==> config.mk <==
export PLATFORM = sky130hd
export DESIGN_NAME = tl_a_arbiter
export DESIGN_NICKNAME = d
export VERILOG_FILES = /design/src/rtl/tl_a_arbiter.sv
export SDC_FILE = /design/constraint.sdc
export NUM_CORES = 1
export LEC_CHECK = 0
export BUFFER_PORTS_ARGS = -buffer_cell sky130_fd_sc_hd__buf_4
export CAP_MARGIN = 20
export CORE_AREA = 2 2 412 414
export DETAILED_ROUTE_END_ITERATION = 10
export DIE_AREA = 0 0 414 416
export GPL_TIMING_DRIVEN = 0
export SLEW_MARGIN = 20
export SYNTH_ARGS = -nofsm -noshare
export SYNTH_HDL_FRONTEND = slang
export SYNTH_SLANG_ARGS = --single-unit
==> constraint.sdc <==
create_clock -name clk_i -period 5 [get_ports clk_i]
set_input_delay 1 -clock clk_i [delete_from_list [all_inputs] [get_ports clk_i]]
set_output_delay 1 -clock clk_i [all_outputs]
set_load 0.02 [all_outputs]
==> src/rtl/tl_a_arbiter.sv <==
// -----------------------------------------------------------------------------
// tl_pkg / tl_a_arbiter
//
// Purpose:
//   N-to-1 TileLink arbiter for the A and D channels. Upstream A requests are
//   granted round-robin, and the grant is locked for the whole of a multi-beat
//   Put burst. The granted master index is written into the top IDX_W bits of
//   `source`, so D beats are routed back by `source` alone, with no response
//   queue.
//
// Ports:
//   clk_i, rst_ni                  clock, asynchronous active-low reset
//   m_a_valid_i/_bits_i/_ready_o   per-master A channel (upstream)
//   m_d_valid_o/_bits_o/_ready_i   per-master D channel (index stripped)
//   s_a_valid_o/_bits_o/_ready_i   downstream A channel (index inserted)
//   s_d_valid_i/_bits_i/_ready_o   downstream D channel
//
// The A and D paths are purely combinational. Every output is held low while
// rst_ni is low.
// -----------------------------------------------------------------------------

package tl_pkg;

    localparam int SRC_W  = 8;
    localparam int SIZE_W = 4;
    localparam int ADDR_W = 32;
    localparam int DATA_W = 64;
    localparam int SINK_W = 1;

    typedef enum logic [2:0] {
        PUT_FULL_DATA    = 3'd0,
        PUT_PARTIAL_DATA = 3'd1,
        ARITHMETIC_DATA  = 3'd2,
        LOGICAL_DATA     = 3'd3,
        GET              = 3'd4,
        INTENT           = 3'd5
    } a_opcode_e;

    typedef struct packed {
        a_opcode_e             opcode;
        logic [2:0]            param;
        logic [SIZE_W-1:0]     size;
        logic [SRC_W-1:0]      source;
        logic [ADDR_W-1:0]     address;
        logic [DATA_W/8-1:0]   mask;
        logic [DATA_W-1:0]     data;
        logic                  corrupt;
    } A_chan_bits_t;

    typedef struct packed {
        logic [2:0]            opcode;
        logic [1:0]            param;
        logic [SIZE_W-1:0]     size;
        logic [SRC_W-1:0]      source;
        logic [SINK_W-1:0]     sink;
        logic                  denied;
        logic [DATA_W-1:0]     data;
        logic                  corrupt;
    } D_chan_bits_t;

endpackage

module tl_a_arbiter #(
    parameter int N_MST    = 4,
    parameter int IDX_W    = $clog2(N_MST),
    parameter int SRC_W    = tl_pkg::SRC_W,
    parameter int LOG_BEAT = 3,
    parameter int SIZE_W   = tl_pkg::SIZE_W
) (
    input  logic                 clk_i,
    input  logic                 rst_ni,

    input  logic [N_MST-1:0]     m_a_valid_i,
    input  tl_pkg::A_chan_bits_t m_a_bits_i [N_MST],
    output logic [N_MST-1:0]     m_a_ready_o,

    output logic [N_MST-1:0]     m_d_valid_o,
    output tl_pkg::D_chan_bits_t m_d_bits_o [N_MST],
    input  logic [N_MST-1:0]     m_d_ready_i,

    output logic                 s_a_valid_o,
    output tl_pkg::A_chan_bits_t s_a_bits_o,
    input  logic                 s_a_ready_i,

    input  logic                 s_d_valid_i,
    input  tl_pkg::D_chan_bits_t s_d_bits_i,
    output logic                 s_d_ready_o
);

    // Largest burst is 1 << (2**SIZE_W - 1 - LOG_BEAT) beats.
    localparam int BEATS_W = (1 << SIZE_W) - LOG_BEAT;

    typedef enum logic {
        IDLE  = 1'b0,
        BURST = 1'b1
    } state_e;

    state_e               state_q, state_d;
    logic [IDX_W-1:0]     rr_q, rr_d;
    logic [IDX_W-1:0]     gnt_q, gnt_d;
    logic [BEATS_W-1:0]   beats_q, beats_d;
    // An IDLE request that is presented but not yet accepted is pinned to
    // gnt_q, so that a newly-raised higher-priority valid cannot steal it.
    logic                 hold_q, hold_d;

    logic [IDX_W-1:0]     rr_sel;
    logic                 rr_found;
    logic [IDX_W-1:0]     cand;
    logic [IDX_W-1:0]     sel;
    logic                 a_valid;
    logic                 a_hs;
    logic [BEATS_W-1:0]   first_beats;
    tl_pkg::A_chan_bits_t a_bits;

    logic [IDX_W-1:0]     d_idx;
    logic                 d_idx_ok;
    tl_pkg::D_chan_bits_t d_bits;

    // ------------------------------------------------------------------
    // Arbitration: cyclic search from rr_q, then grant lock / hold.
    // ------------------------------------------------------------------
    always_comb begin
        // NOTE: every variable written in a combinational block gets a default
        // first, so that no path leaves it unassigned and infers a latch.
        rr_sel   = rr_q;
        rr_found = 1'b0;
        cand     = rr_q;
        for (int i = 0; i < N_MST; i++) begin
            cand = IDX_W'((int'(rr_q) + i) % N_MST);
            if (!rr_found && m_a_valid_i[cand]) begin
                rr_sel   = cand;
                rr_found = 1'b1;
            end
        end

        if (state_q == BURST) begin
            sel = gnt_q;
        end else if (hold_q && m_a_valid_i[gnt_q]) begin
            sel = gnt_q;
        end else begin
            sel = rr_sel;
        end
    end

    assign a_valid = rst_ni && m_a_valid_i[sel];
    assign a_hs    = a_valid && s_a_ready_i;

    // Multi-beat only for Put with more bytes than one bus beat.
    always_comb begin
        first_beats = BEATS_W'(1);
        if ((m_a_bits_i[sel].opcode == tl_pkg::PUT_FULL_DATA ||
             m_a_bits_i[sel].opcode == tl_pkg::PUT_PARTIAL_DATA) &&
            m_a_bits_i[sel].size > SIZE_W'(LOG_BEAT)) begin
            first_beats = BEATS_W'(1) << (m_a_bits_i[sel].size - SIZE_W'(LOG_BEAT));
        end
    end

    // ------------------------------------------------------------------
    // State register
    // ------------------------------------------------------------------
    always_ff @(posedge clk_i or negedge rst_ni) begin
        // NOTE: sequential state is written with non-blocking assignments so
        // every register samples the same pre-edge values.
        if (!rst_ni) begin
            state_q <= IDLE;
            rr_q    <= '0;
            gnt_q   <= '0;
            beats_q <= '0;
            hold_q  <= 1'b0;
        end else begin
            state_q <= state_d;
            rr_q    <= rr_d;
            gnt_q   <= gnt_d;
            beats_q <= beats_d;
            hold_q  <= hold_d;
        end
    end

    // ------------------------------------------------------------------
    // Next-state logic
    // ------------------------------------------------------------------
    always_comb begin
        state_d = state_q;
        rr_d    = rr_q;
        gnt_d   = gnt_q;
        beats_d = beats_q;
        hold_d  = hold_q;

        unique case (state_q)
            IDLE: begin
                if (a_hs) begin
                    rr_d   = (int'(sel) == N_MST - 1) ? '0 : sel + 1'b1;
                    hold_d = 1'b0;
                    if (first_beats != BEATS_W'(1)) begin
                        state_d = BURST;
                        gnt_d   = sel;
                        beats_d = first_beats - 1'b1;
                    end
                end else if (a_valid) begin
                    hold_d = 1'b1;
                    gnt_d  = sel;
                end else begin
                    hold_d = 1'b0;
                end
            end
            BURST: begin
                if (a_hs) begin
                    beats_d = beats_q - 1'b1;
                    if (beats_q == BEATS_W'(1)) begin
                        state_d = IDLE;
                    end
                end
            end
            default: state_d = IDLE;
        endcase
    end

    // ------------------------------------------------------------------
    // Output logic: A mux and D demux
    // ------------------------------------------------------------------
    always_comb begin
        a_bits                             = m_a_bits_i[sel];
        a_bits.source[SRC_W-1 -: IDX_W]    = sel;

        s_a_valid_o      = a_valid;
        s_a_bits_o       = rst_ni ? a_bits : '0;
        m_a_ready_o      = '0;
        m_a_ready_o[sel] = rst_ni && s_a_ready_i;
    end

    assign d_idx    = s_d_bits_i.source[SRC_W-1 -: IDX_W];
    assign d_idx_ok = (int'(d_idx) < N_MST);

    always_comb begin
        d_bits                          = s_d_bits_i;
        d_bits.source[SRC_W-1 -: IDX_W] = '0;

        m_d_valid_o = '0;
        s_d_ready_o = 1'b0;
        for (int k = 0; k < N_MST; k++) begin
            m_d_bits_o[k] = rst_ni ? d_bits : '0;
        end

        if (rst_ni) begin
            if (d_idx_ok) begin
                m_d_valid_o[d_idx] = s_d_valid_i;
                s_d_ready_o        = m_d_ready_i[d_idx];
            end else begin
                // Out-of-range index: sink the beat so the bus cannot wedge.
                s_d_ready_o = 1'b1;
            end
        end
    end

    // A D beat addressed to a nonexistent master is a protocol error.
    d_idx_range_a: assert property (
        @(posedge clk_i) disable iff (!rst_ni) s_d_valid_i |-> d_idx_ok
    ) else $error("tl_a_arbiter: D source index out of range");

endmodule
After elaboration in Yosys (flattened, before gate mapping):

Cells that the tools add are included.

* output and inout port bits: 469
* flip-flop bits (word level): 19

* multiplexer cells: 49
* order comparisons: 11
* bitwise operators: 4
* equal/unequal tests: 8
* shift operators: 1
* $add $sub $neg: 7
* reductions and logical operators: 19

Operators by type and width (count)
* $mux W123: 3
* $bmux W123 S2: 1
* $mux W84: 1
* $mux W13: 4
* $pmux W13 S2: 1
* $sub A13 B1 Y13 const B: 2
* $lt A2 B3 Y1 const B: 7
* $mux W1: 19
* $mux W2: 9
* $bmux W1 S2: 7
* $eq A13 B1 Y1 const B: 1
* $ne A13 B1 Y1 const B: 1
* $shl A1 B4 Y13 const A: 1
* $logic_and A1 B1 Y1: 10
* $and A4 B4 Y4: 2
* $reduce_and A3 Y1: 2
* $add A2 B1 Y2 const B: 2
* $add A2 B2 Y2 const B: 2
* $demux W1 S2: 2
* $ge A2 B1 Y1 const B: 2
* $gt A4 B2 Y1 const B: 1
* $mux W4: 1
* $ne A2 B1 Y1 const B: 2
* $ne A2 B2 Y1 const B: 2
* other kinds (12): 14

Logic depth before layout (Yosys ltp):

* word-level depth: 26
* mapped depth: 16

Worst setup path before layout:

No wires, ideal clock.

* path kind: input-to-output
* from: input port m_a_valid_i[2]
* to: output port s_a_bits_o[100] in the netlist's numbering
* slack: 0.432 ns
* stages on the path: 11
* arrival: 3.568 ns
* path buffers: 4
* path through: mux2_4 -> a31o_1 -> o32a_1 -> buf_6 -> clkinv_8 -> buf_4 -> clkbuf_1 -> buf_1 -> nand2_1 -> and3_1 -> a311oi_1

RTL lines
* start: declaration: line 73 `input logic [N_MST-1:0] m_a_valid_i,`
* end: declaration: line 82 `output tl_pkg::A_chan_bits_t s_a_bits_o,`

==> qor.txt <==
outcome: finished with violations
failing checks: negative setup slack
CTS tree: yes
H-tree Lvls: 1
Setup WS post-layout: -0.0195 ns
MaxCap Viol Count: 0
CP startpoint kind: input port
Crit path required time: 4.00 ns
CP max FO: 10
leakage: 9.84 nW
fin util: 11.9%
first-pass GRT wire length: 195000 um
Worst Max-Slew Pin Slew: 1.08 ns
Final GP Congestion: 0.971
Post-Route WL: 165000 um
Final min period: 5.02 ns
PD cells: 577 nW/um^2
Vias/cell: 3.34
Filler Cell Count: 19700
Worst Path Arrival: 4.02 ns
Place WS: -1.64 ns
Power Total: 11.6 mW
Post-DP HPWL: 153000 um
Die X-Extent: 414 um
Num CTS Buffers: 3
Slew Limit Fails: 0
global route total overflow: 0
Site Rows: 151
cell internal pwr: 3.68 mW
Layout area overhead: 134%
largest net degree at the start of global routing: 22
core area: 168000 sq um
Tightest Hold Check Type: flop to flop
Worst-path clk slew: 0.08 ns
Sw Pwr: 7.88 mW
initial antenna violation count: 147
clock skew: 0.00725 ns
FF/Latch Area: 475 sq um
achievable frequency: 0.199 GHz
Yosys Warn Count: 0
Die Span Y: 416 um
sequential power share: 2.5%
Clock power frac: 1.7%
share of flip-flops with an asynchronous set or reset: 100%
DRT antenna net count: 0
fin crit share: 100%
switching part of the total: 68.2%
share of cells above drive strength 1: 57.7%
Port Buf Inserts: 1040
WL per Instance: 34.8 um
ordered list of cells on the worst path: buf_4 -> mux2_2 -> a21oi_1 -> o32a_1 -> buf_6 -> buf_6 -> buf_4 -> clkbuf_1 -> nand2_1 -> a311oi_4 -> buf_4
multi-input logic area: 6090 sq um
Synth Instances: 1426
slowest CP cell: a311oi_4
NumNets Final: 3079
Detailed Routing Iterations Pass 1: 5
Max Buffers Root-to-Sink: 2
Unique masters post-synth: 64
Ports: 1057
clock root buffer: clkbuf_16
cell mode on critical path: buf_4
Cell Area, Synth: 8550 sq um
Residual DRC: 0
Setup violations, final: 1
number of enable flip-flop cells after synthesis: 0
initial core utilization: 5.09%
vias in the first global route: 14900
Worst slew margin: 27.9%
Hold Vio Cnt, Final: 0
via count: 15800
1st-iter DRT viols: 1299
overall routing resource usage: 18.1%
CTS sink count: 19
Max stage delay on crit path: 0.55 ns
Max VDD drop: 0.342 mV
Die Area: 172000 sq um
crit path capture type: output pin
syn_area_per_cell: 6.00 sq um
RSZ-0062 raised after global routing: true
crit path kind: input port to output pin
Synth Flop Type: dfrtp_1
#FFs+latches synth: 19
sequential fraction of the synthesis area: 5.56%
combinational share of power: 95.8%
Clock Latency Late Sink: 0.27 ns
layout make-up:
type / count / area share, %
Sequential cell: 19 / 2.38
Tap cell: 2218 / 13.9
Multi-Input combinational cell: 1032 / 30.4
Inverter: 15 / 0.350
Clock buffer: 3 / 0.375
Antenna cell: 28 / 0.350
Clock inverter: 1 / 0.0250
Timing Repair Buffer: 1046 / 39.6
Buffer: 366 / 12.6
layer usage:
metal | global-route usage, % | routed length, um | up-vias
met5 | 0 | 536 | -
li1 | - | - | 6754
met1 | 18.7 | 56500 | 7537
met3 | 6.35 | 15400 | 326
met2 | 34.0 | 86200 | 1077
met4 | 5.62 | 6110 | 86
registers in the layout, summed over array words and instances (netlist names):
name and flops:
hold_q 1, beats_q 13, gnt_q 2, rr_q 2
state_q 1
placed cells by master, fill, tap and decap left out, types with 8 or more instances in the layout:
cell type,Yosys,routed
nand3_1,8,8
and2_1,88,88
buf_2,2,8
a311oi_4,0,13
clkbuf_1,100,45
buf_6,2,11
o21ai_0,17,17
buf_4,255,1294
dfrtp_1,19,19
a311oi_2,0,25
nor3_1,9,9
nor2_1,35,35
mux2i_1,27,27
inv_1,13,13
diode_2,0,28
nand2_1,495,495
a311oi_1,118,80
clkbuf_4,0,11
and3_1,121,119
conb_1,1,8
ha_1,8,8
clkbuf_2,0,33
worst max-delay path: cells and delay by family:
kind / cells / cell delay, ns
AND/OR/NAND/NOR: 1 / 0.25
AO/OA/AOI/OAI: 3 / 0.90
buffers and inverters: 6 / 1.55
multiplexers: 1 / 0.26
path summary, 6_finish.rpt:
kind / from / endpoint / slack (ns) / cells past startpoint
hold reg to reg: beats_q[9] / beats_q[9] / 0.51 / 2
setup reg to reg: gnt_q[0] / beats_q[8] / 0.61 / 16
min in group asynchronous: rst_ni / beats_q[8] / 0.63 / 1
max in group asynchronous: rst_ni / beats_q[6] / 4.12 / 1
setup / recovery: m_a_valid_i[1] / s_a_bits_o[16] / -0.02 / 11
hold / removal: beats_q[9] / beats_q[9] / 0.51 / 2
cell families (layout without fill, tap and decap cells):
group | count (synthesis) | after routing | synth area share [%]
compound gates | 188 | 188 | 17.7
fa+ha+maj | 8 | 8 | 1.17
buf+inv | 382 | 1431 | 28.3
flops | 19 | 19 | 5.56
mux | 37 | 37 | 4.70
other cells | 1 | 36 | 0.0439
simple gates | 791 | 791 | 42.5
per-stage QoR:
step                      cells  hold slack (ns)  area (sq um)  TNS (ns)
after global routing       4715            0.547         20000   -0.0438
final                      4728            0.510         20000   -0.0195
after CTS                  4698            0.527         19800  -0.00688
after floorplan            1433            0.456          8580         0
after detailed placement   4693            0.509         19200    -84.94
after global placement     4691            0.498         19200   -188.41
power groups by stage:
stage | sequential (mW) | combinational [mW] | clock (mW)
finish | 0.286 | 11.1 | 0.194
global route | 0.298 | 11.5 | 0.205
CTS | 0.286 | 11.1 | 0.203
detailed placement | 0.289 | 10.5 | 0
global placement | 0.289 | 10.5 | 0
floorplan | 0.259 | 4.57 | 0
synth_stat cells, drive strengths merged, types with 3 or more instances:
| cell type | instances | area, sq um |
|---|---|---|
| nand2 | 496 | 1860 |
| buf | 267 | 1980 |
| and3 | 121 | 757 |
| a311oi | 118 | 1030 |
| clkbuf | 100 | 375 |
| and2 | 88 | 551 |
| nor2 | 35 | 131 |
| mux2i | 27 | 270 |
| dfrtp | 19 | 475 |
| o21ai | 17 | 85.1 |
| inv | 13 | 48.8 |
| mux2 | 9 | 109 |
| nor3 | 9 | 45.0 |
| a21oi | 8 | 40.0 |
| ha | 8 | 100 |
| nand3 | 8 | 40.0 |
| a31oi | 6 | 37.5 |
| nor2b | 6 | 37.5 |
| o31ai | 6 | 45.0 |
| or3 | 6 | 42.5 |
| a211oi | 5 | 37.5 |
| nand2b | 4 | 25.0 |
| or4 | 4 | 30.0 |
| a2111oi | 3 | 26.3 |
| a22oi | 3 | 22.5 |
what timing repair did:
action / 4_1_cts / 5_1_grt
cloned: 0 / 0
pin swaps: 3 / 5
endpoints found under the setup margin: 123 / 59
endpoints found under the hold margin: 0 / 0
buffers inserted: 2 / 1
resized for setup: 130 / 34
hold buffers: 0 / 0
(Power assumes the default switching activity.)
